## src/rtl/sprite_loader.sv

```systemverilog
// sprite_loader: unpacks a byte stream of 4-bit palette IDs into raster-order
// frameRAM writes and flags when the whole sprite sheet has been loaded.
module sprite_loader #(
    parameter int SS_WIDTH  = 200,
    parameter int SS_HEIGHT = 200,
    parameter int ADDR_W    = 16
) (
    input  logic              Clk,
    input  logic              Reset_n,
    input  logic              start,
    input  logic [7:0]        in_data,
    input  logic              in_valid,
    output logic              in_ready,
    output logic [ADDR_W-1:0] write_address,
    output logic [3:0]        data_In,
    output logic              we,
    output logic              busy,
    output logic              done,
    output logic              loaded
);
    localparam int TOTAL = SS_WIDTH * SS_HEIGHT;
    localparam logic [ADDR_W-1:0] LAST_ADDR = ADDR_W'(TOTAL - 1);

    typedef enum logic [1:0] {IDLE, LOAD, DONE} state_t;

    state_t            state;
    logic [ADDR_W-1:0] addr_cnt;
    logic [7:0]        byte_buf;
    logic              buf_valid;
    logic              nib;
    logic              accept;
    logic              last_write;

    // The next byte may land while the high nibble is written, except on the final pixel.
    assign in_ready      = (state == LOAD) && (!buf_valid || (nib && addr_cnt != LAST_ADDR));
    assign accept        = in_valid && in_ready;
    assign last_write    = buf_valid && (addr_cnt == LAST_ADDR);
    assign we            = buf_valid;
    assign write_address = addr_cnt;
    assign data_In       = nib ? byte_buf[7:4] : byte_buf[3:0];
    assign busy          = (state != IDLE);
    assign done          = (state == DONE);

    always_ff @(posedge Clk or negedge Reset_n) begin
        if (!Reset_n) begin
            state     <= IDLE;
            addr_cnt  <= '0;
            byte_buf  <= '0;
            buf_valid <= 1'b0;
            nib       <= 1'b0;
            loaded    <= 1'b0;
        end else begin
            case (state)
                IDLE: begin
                    if (start) begin
                        state     <= LOAD;
                        addr_cnt  <= '0;
                        buf_valid <= 1'b0;
                        nib       <= 1'b0;
                        loaded    <= 1'b0;
                    end
                end
                LOAD: begin
                    if (buf_valid) begin
                        addr_cnt <= addr_cnt + ADDR_W'(1);
                        nib      <= ~nib;
                        if (last_write) begin
                            // An odd-sized sheet drops the unused high nibble here.
                            state     <= DONE;
                            buf_valid <= 1'b0;
                            nib       <= 1'b0;
                            loaded    <= 1'b1;
                        end else if (nib && !accept) begin
                            buf_valid <= 1'b0;
                        end
                    end
                    if (accept) begin
                        byte_buf  <= in_data;
                        buf_valid <= 1'b1;
                        nib       <= 1'b0;
                    end
                end
                DONE: begin
                    state <= IDLE;
                end
                default: begin
                    state <= IDLE;
                end
            endcase
        end
    end
endmodule
```

## config.mk

```make
export PLATFORM = sky130hd
export DESIGN_NAME = sprite_loader
export DESIGN_NICKNAME = d
export VERILOG_FILES = /design/src/rtl/sprite_loader.sv
export SDC_FILE = /design/constraint.sdc
export NUM_CORES = 1
export LEC_CHECK = 0
export BUFFER_PORTS_ARGS = -buffer_cell sky130_fd_sc_hd__buf_2
export CORE_MARGIN = 4
export CORE_UTILIZATION = 50
export DETAILED_ROUTE_END_ITERATION = 7
export GPL_TIMING_DRIVEN = 0
export PLACE_DENSITY_LB_ADDON = 0.08
export SLEW_MARGIN = 20
export SYNTH_ARGS = -nofsm -noshare
export SYNTH_HDL_FRONTEND = slang
export SYNTH_SLANG_ARGS = --single-unit
```

## constraint.sdc

```tcl
create_clock -name Clk -period 2.1 [get_ports Clk]
set_input_delay 0.42 -clock Clk [delete_from_list [all_inputs] [get_ports Clk]]
set_output_delay 0.42 -clock Clk [all_outputs]
set_load 0.01 [all_outputs]
```

==> qor.json <==
{
  "ys_dominant_reg_cell": {"value": "dfrtp_1"},
  "drtAntennaViolNets": {"value": 0},
  "drt-pass1-iter-count": {"value": 4},
  "setup_violation_total_in_the_final_timing_report": {"value": 0},
  "routed_wire_length_per_instance": {"value": 15.63, "unit": "microns"},
  "floorplan.initialDensity": {"value": 0.5395},
  "critical_path.max_fanout": {"value": 8},
  "grt_start_max_net_pins": {"value": 30},
  "switching_share": {"value": 0.3724},
  "period_minus_slack": {"value": 2.069, "unit": "ns"},
  "die_height": {"value": 63.48, "unit": "microns"},
  "synthesis.instances": {"value": 149},
  "cts_buffers": {"value": 5},
  "netlist_area": {"value": 1539, "unit": "sq um"},
  "synth.yosys.seq_area_share": {"value": 0.4715},
  "clk-insertion-delay-late": {"value": 0.33, "unit": "ns"},
  "clock_sinks": {"value": 29},
  "die_w": {"value": 63.48, "unit": "microns"},
  "power_frac_seq": {"value": 0.419},
  "fin_setup_tns": {"value": 0, "unit": "ns"},
  "final_cell_mix": {"value": "buf_2 (37), dfrtp_1 (24), mux2_2 (13)"},
  "post_route_cells_drive_above_1_share": {"value": 0.3858},
  "startpoint_class_of_the_critical_path": {"value": "flop"},
  "worst_setup_path_startpoint": {"value": "write_address[4]"},
  "ys_warn_count": {"value": 0},
  "routed_via_density": {"value": 5.991},
  "fin_crit_sh": {"value": 0.9851},
  "detailroute.via_count": {"value": 1366},
  "hold_ws": {"value": 0.08998, "unit": "ns"},
  "timing_max_transition_violations_final": {"value": 0},
  "synth_seq_cells": {"value": 29},
  "rsz0062_at_grt": {"value": "yes"},
  "synth.net_count": {"value": 162},
  "nNetsFinal": {"value": 209},
  "cts.root.buffer_cell": {"value": "clkbuf_4"},
  "syn-mean-instance-area": {"value": 10.33, "unit": "sq um"},
  "rows": {"value": 19},
  "dp_cells": {"value": 216},
  "cp_data_required_time": {"value": 1.68, "unit": "ns"},
  "post_route_non_filler_standard_cell_count": {"value": 228},
  "power_frac_comb": {"value": 0.427},
  "final.setup_skew": {"value": 0.01312, "unit": "ns"},
  "total_switching_power": {"value": 0.0007973, "unit": "W"},
  "area.growth.synth_to_final": {"value": 22.11, "unit": "%"},
  "drc": {"value": 0},
  "floorplan.io_pins": {"value": 37},
  "result_of_the_run": {"value": "finished, final reports clean"},
  "timing_worst_setup_path_type": {"value": "flop to output port"},
  "hold_viol_final": {"value": 0},
  "vias_in_the_first_global_route": {"value": 1367},
  "crit-reg2reg-launch": {"value": "write_address[1]"},
  "globalRouteTotalUtil": {"value": 0.1922},
  "power-per-cell-area": {"value": 1139, "unit": "nW/um^2"},
  "routabilityCongestion": {"value": 0.8579},
  "clkTransAtPathRegs": {"value": 0.10, "unit": "ns"},
  "worstSetupEndpointType": {"value": "output port"},
  "place.detailed.hpwl": {"value": 2538, "unit": "microns"},
  "insertedDiodeCount": {"value": 0},
  "synthDistinctLibCells": {"value": 39},
  "cts_buffer_depth": {"value": 2},
  "ys_async_sr_fraction": {"value": 1.000},
  "measured_slew_at_the_worst_slew_check_pin": {"value": 0.6326, "unit": "ns"},
  "design.core.area": {"value": 2853, "unit": "sq um"},
  "cts_max_level": {"value": 2},
  "violation_count_after_the_first_detailed_routing_iteration": {"value": 91},
  "achievable-frequency": {"value": 0.4834, "unit": "GHz"},
  "r2r_slack": {"value": 0.14, "unit": "ns"},
  "cellLeakagePower": {"value": 0.8396, "unit": "nW"},
  "antenna_found_initial": {"value": 0},
  "worst_hold_path_type": {"value": "input pin to async pin"},
  "arrival_time_at_the_worst_endpoint": {"value": 1.65, "unit": "ns"},
  "internal-power": {"value": 0.001343, "unit": "W"},
  "io_buffer_count": {"value": 36},
  "max-vdd-ir-drop": {"value": 0.6643, "unit": "mV"},
  "layout.cells.most_common": {"value": "buf_2"},
  "timing.slew.headroom": {"value": 0.5782},
  "tritoncts": {"value": "yes"},
  "edff_count_synth": {"value": 0},
  "maxcap_violations": {"value": 0},
  "grt_pass1_wl": {"value": 6085, "unit": "microns"},
  "clkPwrFrac": {"value": 0.154},
  "drt-total-wl": {"value": 3563, "unit": "microns"},
  "gr-total-overflow": {"value": 0},
  "die_area": {"value": 4030, "unit": "sq um"}
}
==> area by class of cell <==
class	count	area, sq um
Buffer	6	25.02
Clock buffer	5	37.54
Clock inverter	3	17.52
Fill cell	241	973.4
Inverter	4	15.01
Multi-Input combinational cell	109	795.8
Sequential cell	29	732.0
Tap cell	31	38.79
Timing Repair Buffer	41	217.7
==> power by group through the flow <==
stage / Sequential (W) / Combinational, W / Clock (W)
final: 0.000896 / 0.000915 / 0.000330
after global routing: 0.000927 / 0.00102 / 0.000366
after CTS: 0.000886 / 0.000862 / 0.000338
after detailed placement: 0.000898 / 0.000848 / 0
after global placement: 0.000879 / 0.000825 / 0
after floorplan: 0.000902 / 0.000555 / 0
==> synthesized netlist by cell type, drive strengths merged (4+ instances only) <==
cell | n | share of area
a21oi | 8 | 0.026
nand3 | 8 | 0.026
o21ai | 6 | 0.020
xnor2 | 6 | 0.034
nand2 | 9 | 0.022
o31ai | 4 | 0.020
nor4 | 4 | 0.016
nor2 | 10 | 0.024
clkbuf | 4 | 0.011
mux2 | 13 | 0.095
dfrtp | 29 | 0.47
or3 | 5 | 0.020
and3 | 5 | 0.020
inv | 4 | 0.0098
==> cell families after synthesis <==
| family | after synthesis | share of synthesized area |
|---|---|---|
| AOI/OAI and AO/OA | 27 | 0.1252 |
| xor gates and xnor gates | 6 | 0.03415 |
| adders and majority gates | 1 | 0.008129 |
| buffers and inverters | 11 | 0.02845 |
| DFF | 29 | 0.4715 |
| muxes | 16 | 0.1171 |
| and+or+nand+nor | 59 | 0.2155 |
==> sequential cells by signal (all words and copies together), names as in the netlist <==
signal         count
write_address     16
byte_buf           8
state              2
loaded             1
nib                1
we                 1
==> critical path: stages, from the launching register on <==
cell     delay (ns)
dfrtp_1        0.44
and3_1         0.17
buf_2          0.17
nand4_1        0.14
o21ai_1        0.16
a21oi_1        0.08
buf_2          0.15
==> path summary, 6_finish.rpt <==
path	end	cells after the start
worst max-delay path	in_ready	6
worst min-delay path	write_address[3]	1
worst max register to register	write_address[14]	6
worst min register to register	byte_buf[1]	1
max in group asynchronous	write_address[0]	1
min in group Clk	byte_buf[5]	2
==> timing repair <==
item | CTS | global route
pin swaps | 2 | 1
hold buffers | 0 | 0
resized for setup | 5 | 5
setup buffers | 2 | 3
endpoints found under the setup margin | 9 | 11
cloned | 0 | 0
==> per-layer routing <==
layer  vias up  global-route usage  wire length, microns
li1        645                   -                     -
met1       665              0.2350                  1561
met2        52              0.3116                  1763
met3         4             0.05861                   188
met4         0             0.08356                    50
met5         -                   0                     0
==> metrics by stage <==
| step | setup WS (ns) | cell area (sq um) | utilization | total power [W] |
|---|---|---|---|---|
| global route | -0.1322 | 1879 | 0.6588 | 0.002310 |
| detailed placement | -0.08011 | 1758 | 0.6162 | 0.001745 |
| CTS | 0.02027 | 1841 | 0.6452 | 0.002086 |
| global placement | 0.01624 | 1758 | 0.6162 | 0.001704 |
| floorplan | 0.1557 | 1539 | - | 0.001457 |
| finish | 0.03122 | 1879 | 0.6588 | 0.002141 |
Note: power is estimated with default switching activity, not from simulation.
